$ cat src/rtl/cond_unit.sv
// Condition-check and NZCV flag register for the single-cycle ARM core.
// Evaluates Cond against the registered flags and gates the decoder write enables.
module cond_unit (
  input  logic       clk,
  input  logic       reset,
  input  logic [3:0] Cond,
  input  logic [3:0] ALUFlags,
  input  logic [1:0] FlagW,
  input  logic       PCS,
  input  logic       RegW,
  input  logic       MemW,
  input  logic       NoWrite,
  output logic       PCSrc,
  output logic       RegWrite,
  output logic       MemWrite,
  output logic       CondEx,
  output logic [3:0] Flags
);

  logic [1:0] r_nz;
  logic [1:0] r_cv;
  logic       w_n;
  logic       w_z;
  logic       w_c;
  logic       w_v;
  logic       w_cond_ex;
  logic       w_nz_we;
  logic       w_cv_we;

  assign w_n = r_nz[1];
  assign w_z = r_nz[0];
  assign w_c = r_cv[1];
  assign w_v = r_cv[0];

  // Condition decode from registered flags only; 1111 is reserved and squashes.
  always_comb begin
    w_cond_ex = 1'b0;
    case (Cond)
      4'b0000: w_cond_ex = w_z;
      4'b0001: w_cond_ex = ~w_z;
      4'b0010: w_cond_ex = w_c;
      4'b0011: w_cond_ex = ~w_c;
      4'b0100: w_cond_ex = w_n;
      4'b0101: w_cond_ex = ~w_n;
      4'b0110: w_cond_ex = w_v;
      4'b0111: w_cond_ex = ~w_v;
      4'b1000: w_cond_ex = w_c & ~w_z;
      4'b1001: w_cond_ex = ~w_c | w_z;
      4'b1010: w_cond_ex = (w_n == w_v);
      4'b1011: w_cond_ex = (w_n != w_v);
      4'b1100: w_cond_ex = ~w_z & (w_n == w_v);
      4'b1101: w_cond_ex = w_z | (w_n != w_v);
      4'b1110: w_cond_ex = 1'b1;
      default: w_cond_ex = 1'b0;
    endcase
  end

  assign w_nz_we = FlagW[1] & w_cond_ex;
  assign w_cv_we = FlagW[0] & w_cond_ex;

  // N,Z pair: written only when the instruction passes and requests it.
  always_ff @(posedge clk or negedge reset) begin
    if (!reset) begin
      r_nz <= 2'b00;
    end else if (w_nz_we) begin
      r_nz <= ALUFlags[3:2];
    end else begin
      r_nz <= r_nz;
    end
  end

  // C,V pair: independent write enable so logical ops can leave C,V intact.
  always_ff @(posedge clk or negedge reset) begin
    if (!reset) begin
      r_cv <= 2'b00;
    end else if (w_cv_we) begin
      r_cv <= ALUFlags[1:0];
    end else begin
      r_cv <= r_cv;
    end
  end

  assign CondEx   = w_cond_ex;
  assign PCSrc    = PCS & w_cond_ex;
  assign RegWrite = RegW & w_cond_ex & ~NoWrite;
  assign MemWrite = MemW & w_cond_ex;
  assign Flags    = {r_nz, r_cv};

endmodule

$ cat config.mk
export PLATFORM = sky130hd
export DESIGN_NAME = cond_unit
export DESIGN_NICKNAME = d
export VERILOG_FILES = /design/src/rtl/cond_unit.sv
export SDC_FILE = /design/constraint.sdc
export NUM_CORES = 1
export LEC_CHECK = 0
export CORE_AREA = 2 2 39 41
export CTS_BUF_LIST = sky130_fd_sc_hd__clkbuf_16
export CTS_CLUSTER_DIAMETER = 100
export DETAILED_ROUTE_END_ITERATION = 16
export DIE_AREA = 0 0 41 43
export PLACE_DENSITY = 0.75
export SYNTH_ARGS = -nofsm -noshare
export SYNTH_HDL_FRONTEND = slang
export SYNTH_SLANG_ARGS = --single-unit
$ cat constraint.sdc
create_clock -name clk -period 3.12 [get_ports clk]
set_input_delay 0.468 -clock clk [delete_from_list [all_inputs] [get_ports clk]]
set_output_delay 0.468 -clock clk [all_outputs]
set_load 0.005 [all_outputs]
==> flow_summary_export.csv <==
group,metric,value,unit
outcome,status,"finished clean",
sta,final-hold-violation-count,0,
sta,max_freq,0.332,GHz
worst_setup_path,criticalPathCategory,"input pin to output port",
finish,layout-drive-gt1-share,23.9,%
floorplan,dieWidth,41,µm
global_routing,gr-total-overflow,0,
logic_synthesis,syn-instance-count,40,
worst_setup_path,critPathCaptureType,"output port",
logic_synthesis,synthArstFlopShare,100,%
logic_synthesis,yosysTopAreaCell,"dfrtp_1",
sta,worst_pin_slew,378,ps
finish,syn2layout_area_growth,96.4,%
logic_synthesis,synth_edf_count,0,
sta,min_period,3020,ps
finish,fin_cells,87,
logic_synthesis,synthesis.nets,56,
logic_synthesis,yosysWarnings,0,
worst_setup_path,critical_path_required,2650,ps
logic_synthesis,synthSimpleGateAreaFrac,27.1,%
finish,layout.nets,89,
sta,fin_skew,0.295,ps
flow_run,max_cap_viol_count,0,
detailed_routing,drtIter0Drc,8,
floorplan,die_height,43,µm
clock_network,clock_sinks,4,
worst_setup_path,cp_top_family,"buffers and inverters",
global_routing,grt_antenna_before_repair,0,
worst_setup_path,rr_startpoint,"r_nz[1]",
logic_synthesis,synth_cell_types,27,
logic_synthesis,synthMuxAreaShare,17.0,%
worst_setup_path,crit_top_cell,"clkdlybuf4s50_1",
global_routing,track_usage,14.5,%
worst_setup_path,cp_cell_sequence,"clkdlybuf4s50_1 -> and2_4 -> o32a_2 -> a311oi_2 -> or3_4 -> and3b_1 -> clkdlybuf4s50_1",
logic_synthesis,syn_area,383,µm²
sta,rsz0062_at_grt,"no",
placed_design,gp_congestion,0.717,
logic_synthesis,ys_ff_latch,4,
worst_setup_path,timing.critical_path.buf_inv,2,
logic_synthesis,ys_top_cells_by_area,"dfrtp_1, mux2_1, mux2_2, mux2i_1, nand3_1",
clock_network,post_cts_buffers,0,
worst_setup_path,r2r_end,"r_cv[1]",
power_and_ir_drop,peakVddDrop,671,µV
worst_setup_path,arrival,2550,ps
sta,relSlewSlack,74.6,%
sta,post-route-period-util,96.7,%
logic_synthesis,synth_top_area_share,26.1,%
sta,setup_viol,0,
finish,nFillCells,117,
clock_network,clk_pin_slew_worst_paths,30,ps
logic_synthesis,yosys_most_used_dff,"dfrtp_1",
clock_network,cts_tree,"built",
clock_network,cts_buffers,3,
worst_setup_path,cp_slowest_cell,"clkdlybuf4s50_1",
global_routing,grt_max_degree,10,
power_and_ir_drop,p_leak,0.326,nW
detailed_routing,drtPass1Iterations,4,
logic_synthesis,yosysMostFrequentCell,"dfrtp_1",
worst_setup_path,reg2reg_depth,6,
logic_synthesis,synth_compound_area_share,19.0,%
clock_network,cts_max_level,1,
detailed_routing,viasPerCell,5.23,
logic_synthesis,synth-seq-area-share,26.1,%
clock_network,clockBufferDepth,2,
floorplan,num_rows,14,
worst_setup_path,ff2ff_setup_slack,1070,ps
detailed_routing,drc,0,
floorplan,dieArea,1760,µm²
placed_design,dp_cells,84,
detailed_routing,drtAntennaViolNets,0,
worst_setup_path,worst_setup_path_start_kind,"input pin",
placed_design,dp_hpwl,801,µm
detailed_routing,num_vias,455,
detailed_routing,drt_wl_total,1.07,mm
logic_synthesis,synth_top_cells_by_count,"dfrtp_1, nand3_1",
global_routing,grt_pass1_vias,397,
worst_setup_path,max_stage_delay,490,ps
sta,slew_violations,0,
placed_design,io_buffers,23,
logic_synthesis,synthAdderAreaFrac,0,%
logic_synthesis,synth_xor_area_share,4.58,%
worst_hold_path,min-delay-path-class,"input pin to asynchronous set/reset pin",
clock_network,cts-root-buf,"clkbuf_16",
power_and_ir_drop,power_density,764,nW/µm²
finish,diodes,0,
clock_network,worstSkewPairLatency,220,ps
logic_synthesis,syn-mean-instance-area,9.57,µm²
worst_setup_path,crit_fanout,4,
floorplan,start_util,27.7,%
finish,finish.utilization,54.3,%
logic_synthesis,synth_top_family_by_area,"simple AND/OR/NAND/NOR gates",
global_routing,grt_first_pass_wirelength,1.72,mm
floorplan,core-area,1380,µm²
detailed_routing,wire_per_inst,12.3,µm
sta,whs,446,ps
floorplan,num_io_pins,24,
==> logic make-up after synthesis <==
| family | Yosys count |
|---|---|
| compound gates | 8 |
| buf+inv | 4 |
| simple gates | 16 |
| mux | 6 |
| xor+xnor | 2 |
| flops | 4 |
==> per-layer routing <==
| metal | GRT usage, % | part of all wire, % | vias up |
|---|---|---|---|
| met5 | 0 | 0 | - |
| met4 | 10.0 | 1.3 | 0 |
| met1 | 20.5 | 41 | 207 |
| met3 | 3.14 | 9.6 | 2 |
| met2 | 18.8 | 47 | 27 |
| li1 | - | - | 219 |
==> registers in the layout, indices dropped and copies added (netlist names) <==
register / cells
r_cv: 2
r_nz: 2
==> layout make-up <==
cell class              instances  area (µm²)  share of cell area, %
clock buffers                   3        75.1                   9.98
well taps                      16        20.0                   2.66
repair buffers                 30         287                   38.1
multi-input cells              32         263                   34.9
flip-flops and latches          4         100                   13.3
inverters                       2        7.51                  0.998
==> power breakdown <==
group / total [mW] / internal (mW) / switching, mW / leakage [nW]
Clock: 0.198 / 0.164 / 0.0346 / 0.0370
Combinational: 0.253 / 0.167 / 0.0854 / 0.242
Sequential: 0.124 / 0.0789 / 0.0447 / 0.0470
==> layout by cell type (no fill, tap or decap), types with 2 or more instances in the layout <==
master           netlist  routed
clkdlybuf4s50_1        0      20
buf_4                  0       7
dfrtp_1                4       4
nand3_1                3       3
clkbuf_16              0       3
inv_1                  2       2
mux2i_1                2       2
nand4_1                2       2
a31oi_1                2       2
and2_1                 2       2
o31ai_1                2       2
mux2_1                 2       2
mux2_2                 2       2
dlymetal6s2s_1         0       2
==> worst register-to-register path, delay by kind of cell (launching register included) <==
family | cells | cell delay [ps]
AO/OA/AOI/OAI | 3 | 660
XOR/XNOR | 1 | 320
buffers and inverters | 1 | 150
flip-flops | 1 | 410
multiplexers | 1 | 380
==> stage by stage <==
stage               setup WS [ps]  TNS, ps  cell area (µm²)  power, mW
global route                 10.2        0              752      0.611
CTS                          81.2        0              743      0.574
finish                        104        0              752      0.574
detailed placement          -30.4    -46.8              669      0.369
global placement             19.4        0              669      0.370
floorplan                    1020        0              383      0.232
==> worst max-delay path by stage <==
stage	startpoint	endpoint	slack, ps	depth (start not counted)
final	Cond[2]	RegWrite	100	7
after global routing	Cond[2]	RegWrite	10	7
after CTS	Cond[2]	RegWrite	80	7
after detailed placement	Cond[0]	RegWrite	-30	7
after global placement	Cond[0]	PCSrc	20	8
after floorplan	Cond[0]	RegWrite	1020	6
==> timing repair <==
item	4_1_cts	5_1_grt
endpoints found under the setup margin	3	3
hold buffers	0	0
pin swaps	0	0
gates cloned	0	0
resized for setup	1	3
Power figures use the tool's default switching activity.
